**config.mk**
```make
export PLATFORM = sky130hd
export DESIGN_NAME = ysyx_22041461_ifu
export DESIGN_NICKNAME = d
export VERILOG_FILES = /design/src/rtl/ysyx_22041461_ifu.sv
export SDC_FILE = /design/constraint.sdc
export NUM_CORES = 1
export LEC_CHECK = 0
export ABC_CLOCK_PERIOD_IN_PS = 2400
export CAP_MARGIN = 20
export CORE_AREA = 5 5 178 180
export CTS_CLUSTER_DIAMETER = 50
export DETAILED_ROUTE_END_ITERATION = 10
export DIE_AREA = 0 0 183 185
export PLACE_DENSITY = 0.88
export SLEW_MARGIN = 15
export SYNTH_ARGS = -nofsm -noshare
export SYNTH_HDL_FRONTEND = slang
export SYNTH_SLANG_ARGS = --single-unit
```
**constraint.sdc**
```tcl
create_clock -name clk_i -period 2.4 [get_ports clk_i]
set_input_delay 0.36 -clock clk_i [delete_from_list [all_inputs] [get_ports clk_i]]
set_output_delay 0.36 -clock clk_i [all_outputs]
set_load 0.03 [all_outputs]
```
**src/rtl/ysyx_22041461_ifu.sv**
```systemverilog
// Instruction fetch unit: owns the PC, fetches one 32-bit word at a time from
// instruction memory, and hands it to decode. Downstream redirects discard stale fetches.
module ysyx_22041461_ifu #(
   parameter int unsigned        ADDR_W   = 64,
   parameter logic [ADDR_W-1:0]  RESET_PC = ADDR_W'(64'h0000_0000_8000_0000)
) (
   input  logic              clk_i,
   input  logic              rst_i,
   // instruction memory request channel
   output logic              imem_req_valid_o,
   input  logic              imem_req_ready_i,
   output logic [ADDR_W-1:0] imem_req_addr_o,
   // instruction memory response channel (valid-only)
   input  logic              imem_resp_valid_i,
   input  logic [31:0]       imem_resp_data_i,
   input  logic              imem_resp_err_i,
   // decode interface
   output logic              inst_valid_o,
   input  logic              inst_ready_i,
   output logic [31:0]       inst_o,
   output logic [ADDR_W-1:0] inst_pc_o,
   output logic [ADDR_W-1:0] inst_snpc_o,
   // redirect from downstream
   input  logic              redirect_valid_i,
   input  logic [ADDR_W-1:0] redirect_pc_i,
   output logic              fetch_err_o
);

   typedef enum logic [2:0] {
      StIdle,
      StReq,
      StWait,
      StDrain,
      StHold,
      StHalt
   } state_e;

   state_e              state_q, state_d;
   logic [ADDR_W-1:0]   pc_q, pc_d;
   logic                err_q, err_d;
   logic                req_valid_q;
   logic [ADDR_W-1:0]   req_addr_q;
   logic                inst_valid_q;
   logic [31:0]         inst_q;
   logic [ADDR_W-1:0]   inst_pc_q;
   logic [ADDR_W-1:0]   snpc_q;

   // Next-state, next-pc and fault decode from the current state and inputs.
   always_comb begin
      state_d = state_q;
      pc_d    = pc_q;
      err_d   = err_q;
      unique case (state_q)
         StIdle: begin
            state_d = StReq;
         end
         StReq: begin
            if (pc_q[1:0] != 2'b00) begin
               // Misaligned pc: never issue the request, park in HALT.
               err_d   = 1'b1;
               state_d = StHalt;
            end else begin
               if (redirect_valid_i) begin
                  pc_d = redirect_pc_i;
               end
               // An accepted request that is redirected in the same cycle is stale.
               if (imem_req_ready_i) begin
                  state_d = redirect_valid_i ? StDrain : StWait;
               end
            end
         end
         StWait: begin
            if (imem_resp_valid_i) begin
               if (imem_resp_err_i) begin
                  err_d   = 1'b1;
                  state_d = StHalt;
               end else if (redirect_valid_i) begin
                  // Response consumed here, so no drain is needed.
                  pc_d    = redirect_pc_i;
                  state_d = StReq;
               end else begin
                  state_d = StHold;
               end
            end else if (redirect_valid_i) begin
               pc_d    = redirect_pc_i;
               state_d = StDrain;
            end
         end
         StDrain: begin
            if (redirect_valid_i) begin
               pc_d = redirect_pc_i;
            end
            if (imem_resp_valid_i) begin
               state_d = StReq;
            end
         end
         StHold: begin
            if (inst_ready_i) begin
               pc_d    = redirect_valid_i ? redirect_pc_i : pc_q + ADDR_W'(4);
               state_d = StReq;
            end else if (redirect_valid_i) begin
               pc_d    = redirect_pc_i;
               state_d = StReq;
            end
         end
         StHalt: begin
            err_d = 1'b1;
         end
         default: begin
            state_d = StIdle;
         end
      endcase
   end

   // State, pc and registered outputs; outputs are derived from next state so they
   // are valid in the same cycle the FSM sits in the corresponding state.
   always_ff @(posedge clk_i) begin
      if (rst_i) begin
         state_q      <= StIdle;
         pc_q         <= RESET_PC;
         err_q        <= 1'b0;
         req_valid_q  <= 1'b0;
         req_addr_q   <= '0;
         inst_valid_q <= 1'b0;
         inst_q       <= '0;
         inst_pc_q    <= RESET_PC;
         snpc_q       <= '0;
      end else begin
         state_q      <= state_d;
         pc_q         <= pc_d;
         err_q        <= err_d;
         req_valid_q  <= (state_d == StReq) && (pc_d[1:0] == 2'b00);
         inst_valid_q <= (state_d == StHold);
         if (state_d == StReq) begin
            req_addr_q <= pc_d;
         end
         // HOLD is entered only from WAIT on a clean response.
         if ((state_q == StWait) && (state_d == StHold)) begin
            inst_q    <= imem_resp_data_i;
            inst_pc_q <= pc_q;
            snpc_q    <= pc_q + ADDR_W'(4);
         end
      end
   end

   assign imem_req_valid_o = req_valid_q;
   assign imem_req_addr_o  = req_addr_q;
   assign inst_valid_o     = inst_valid_q;
   assign inst_o           = inst_q;
   assign inst_pc_o        = inst_pc_q;
   assign inst_snpc_o      = snpc_q;
   assign fetch_err_o      = err_q;

endmodule

```
==> impl_metrics.csv <==
group,metric,value,unit
sta,slew_viol_final,0,
setup_path,setup.worst_path.class,"reg -> reg",
synth,syn_avg_cell_area,7.82,um^2
placement,placed_area,18300,um^2
setup_path,start_kind,"flip-flop",
route,drt_iter0_markers,1684,
sta,rsz0062_at_grt,"yes",
route,wire_per_inst,21.1,um
sta,fin_crit,2.41,ns
outcome,violations,"negative setup slack",
finish,drive_gt1_share,17.6,%
synth,synthArstFlopShare,0,%
setup_path,critPathCaptureType,"flip-flop",
global_route,grt_usage,29.9,%
global_route,grt_pass1_wl,81200,um
power,fin_total_pwr,14.0,mW
placement,place_hpwl,39300,um
synth,syn_nets,1787,
finish,fin_area,19900,um^2
global_route,antenna_found_initial,3,
global_route,grt_pass1_vias,14600,
route,finalWirelength,54000,um
setup_path,rr_startpoint,"pc_q[11]$_SDFF_PP0_",
finish,nets,2242,
sta,finalSetupViolations,2,
sta,max-slew-margin-rel,51.7,%
synth,synth_seq_cells,292,
sta,fin_setup_tns,-0.0155,ns
outcome,outcome,"complete, but fails checks",
synth,synth-main-ff-cell,"dfxtp_1",
cts,clock_sinks,292,
route,antenna_left,0,
cts,ctsHoldBuffers,0,
setup_path,cp-endpoint,"imem_req_addr_o[50]$_SDFFE_PP0N_",
synth,syn-cell-area,13200,um^2
global_route,grt_max_degree,65,
setup_path,reg2reg_setup_slack,-0.01,ns
setup_path,cp_max_fo,7,
synth,synth_edf_count,0,
power,powerDensity,705,nW/um^2
finish,final_util,66.2,%
finish,syn_to_final_growth,50.9,%
cts,cts_tree,"yes",
min_path,hold_class,"in -> reg",
synth,ys_warn_count,0,
route,via_per_inst,5.90,
setup_path,cp-startpoint,"pc_q[11]$_SDFF_PP0_",
power,leakagePower,7.19,nW
floorplan,rows,64,
placement,port-buffer-count,329,
finish,n_fill_cell,2331,
placement,gp_congestion,0.949,
sta,skew,0.0165,ns
sta,max_freq,0.414,GHz
cts,path_clk_slew,0.06,ns
synth,synthCells,1683,
job,max_cap_violations,0,
synth,synth_cell_type_count,83,
setup_path,cp.arrival,2.87,ns
sta,finalCritPeriodShare,101,%
setup_path,rr_worst_depth,10,
floorplan,ios,330,
setup_path,reg2reg_to,"imem_req_addr_o[50]$_SDFFE_PP0N_",
sta,tightest_slew,0.725,ns
power,ir_worst_vdd,565,uV
floorplan,start_util,43.8,%
floorplan,coreArea,30000,um^2
floorplan,die_x,183,um
cts,htreeDepth,2,
route,drt_pass1_iterations,10,
floorplan,dieArea,33900,um^2
sta,hold_viol_final,0,
setup_path,worstPathRequired,2.85,ns
sta,worst_slack,-0.0139,ns
cts,numCtsBuffers,35,
synth,seq_area_frac_synth,44.4,%
cts,clockBufferDepth,3,
cts,cts_root_buf,"clkbuf_16",
cts,clock_latency,0.53,ns
route,vias,15100,
route,drc,0,
floorplan,die_h,185,um
global_route,grt_overflow,0,
==> Yosys cell counts (11+ instances only) <==
library cell / n / share of area (%)
xnor2_1: 35 / 2.3
a21oi_1: 198 / 7.5
nor3_1: 43 / 1.6
dfxtp_1: 292 / 44
nor2_1: 151 / 4.3
o21ai_0: 108 / 4.1
inv_1: 16 / 0.46
buf_2: 30 / 1.1
nand3_1: 44 / 1.7
a31oi_1: 22 / 1.0
xor2_1: 26 / 1.7
a211oi_1: 44 / 2.5
nand2_1: 304 / 8.7
nor4_1: 13 / 0.62
and3_1: 24 / 1.1
and2_1: 11 / 0.52
or3_1: 14 / 0.67
nand4_1: 26 / 1.2
clkbuf_1: 114 / 3.3
==> per-stage QoR <==
| stage | hold WS, ns | worst slack (ns) | cells |
|---|---|---|---|
| after floorplan | 0.461 | 0.0193 | 1683 |
| after global placement | 0.438 | -0.249 | 2486 |
| after detailed placement | 0.444 | -0.352 | 2486 |
| after CTS | 0.164 | 0.00253 | 2553 |
| after global routing | 0.179 | -0.0500 | 2562 |
| final | 0.173 | -0.0139 | 2562 |
==> registers in the layout (all words and copies together), names as in the netlist <==
name and cells:
fetch_err_o 1, imem_req_addr_o 64, imem_req_valid_o 1, inst_o 32, inst_pc_o 64, inst_snpc_o 62
inst_valid_o 1, pc_q 64, state_q 3
==> worst max-delay path, cell delays in order, from the launching register on <==
cell and delay, ns:
dfxtp_1 0.35, buf_4 0.16, and3_1 0.17, nand4_1 0.25, buf_6 0.25, nor4_4 0.29
buf_6 0.18, nand4_1 0.15, o31ai_2 0.31, o21ai_1 0.12, a21oi_1 0.12
==> per-layer routing <==
layer  routed length, um  GRT usage (%)  share of wire [%]  up-vias
met2               24600           48.6                 45      952
met3                5950           7.07                 11      232
met5                  40              0              0.074        -
li1                    -              -                  -     6856
met1               20300           37.1                 38     7083
met4                3170           15.5                5.9        4
==> worst min path at each step <==
stage	startpoint	to	slack [ns]	cells past startpoint
6_report	rst_i	pc_q[19]$_SDFF_PP0_	0.17	2
4_1_cts	rst_i	pc_q[19]$_SDFF_PP0_	0.16	2
3_5_place_dp	imem_req_addr_o[58]$_SDFFE_PP0N_	imem_req_addr_o[58]$_SDFFE_PP0N_	0.44	2
3_3_place_gp	fetch_err_o$_SDFFE_PP0P_	fetch_err_o$_SDFFE_PP0P_	0.44	2
2_1_floorplan	pc_q[0]$_SDFF_PP0_	inst_pc_o[0]$_SDFFE_PP0P_	0.46	2
5_1_grt	rst_i	pc_q[59]$_SDFF_PP0_	0.18	2
==> repair_timing <==
| item | in CTS | in global routing |
|---|---|---|
| pin swaps | 2 | 17 |
| endpoints found under the setup margin | 22 | 75 |
| resized for setup | 10 | 49 |
| setup buffers | 3 | 8 |
==> layout make-up <==
cell class	count	area [um^2]	share of cell area [%]
Clock buffer	46	1010	5.08
Inverter	17	63.8	0.321
Multi-Input combinational cell	1219	6830	34.4
Antenna cell	1	2.50	0.0126
Tap cell	396	495	2.49
Timing Repair Buffer	573	5390	27.1
Sequential cell	292	5860	29.5
Clock inverter	18	216	1.09
==> power by group <==
part,leakage [nW],total (mW),internal [mW],switching (mW)
registers,2.38,5.38,5.15,0.227
clock network,0.608,5.56,3.34,2.22
logic,4.21,3.08,1.25,1.82
total,7.19,14.0,9.75,4.27
==> logic make-up (layout without fill, tap and decap cells) <==
| group | Yosys count | count (layout) | synth area share, % |
|---|---|---|---|
| simple gates | 667 | 667 | 23.4 |
| compound gates | 486 | 486 | 22.4 |
| flops | 292 | 292 | 44.4 |
| buf+inv | 172 | 654 | 5.33 |
| xor+xnor | 61 | 61 | 4.06 |
| mux | 4 | 4 | 0.314 |
| fa+ha+maj | 1 | 1 | 0.0950 |
| other cells | 0 | 1 | 0 |
==> layout by cell type (no fill, tap or decap), drive strengths merged, types with 4 or more instances in the layout <==
cell / instances
clkinv: 10
nor3b: 5
a221oi: 8
a211oi: 44
a22oi: 4
dfxtp: 292
and3: 24
o32ai: 7
o21a: 7
or3: 14
o31ai: 7
a21oi: 200
o211ai: 10
nor2: 152
a32oi: 5
inv: 22
or4: 5
nand4: 29
xnor2: 35
nor3: 44
and2: 11
clkdlybuf4s50: 328
and4: 6
buf: 245
o21ai: 111
nor4: 17
o22ai: 10
a22o: 5
clkbuf: 46
a31oi: 22
a41oi: 7
xor2: 26
nand3: 45
nand2: 305
o41ai: 4
No activity file was read; power rests on OpenSTA's default activity.
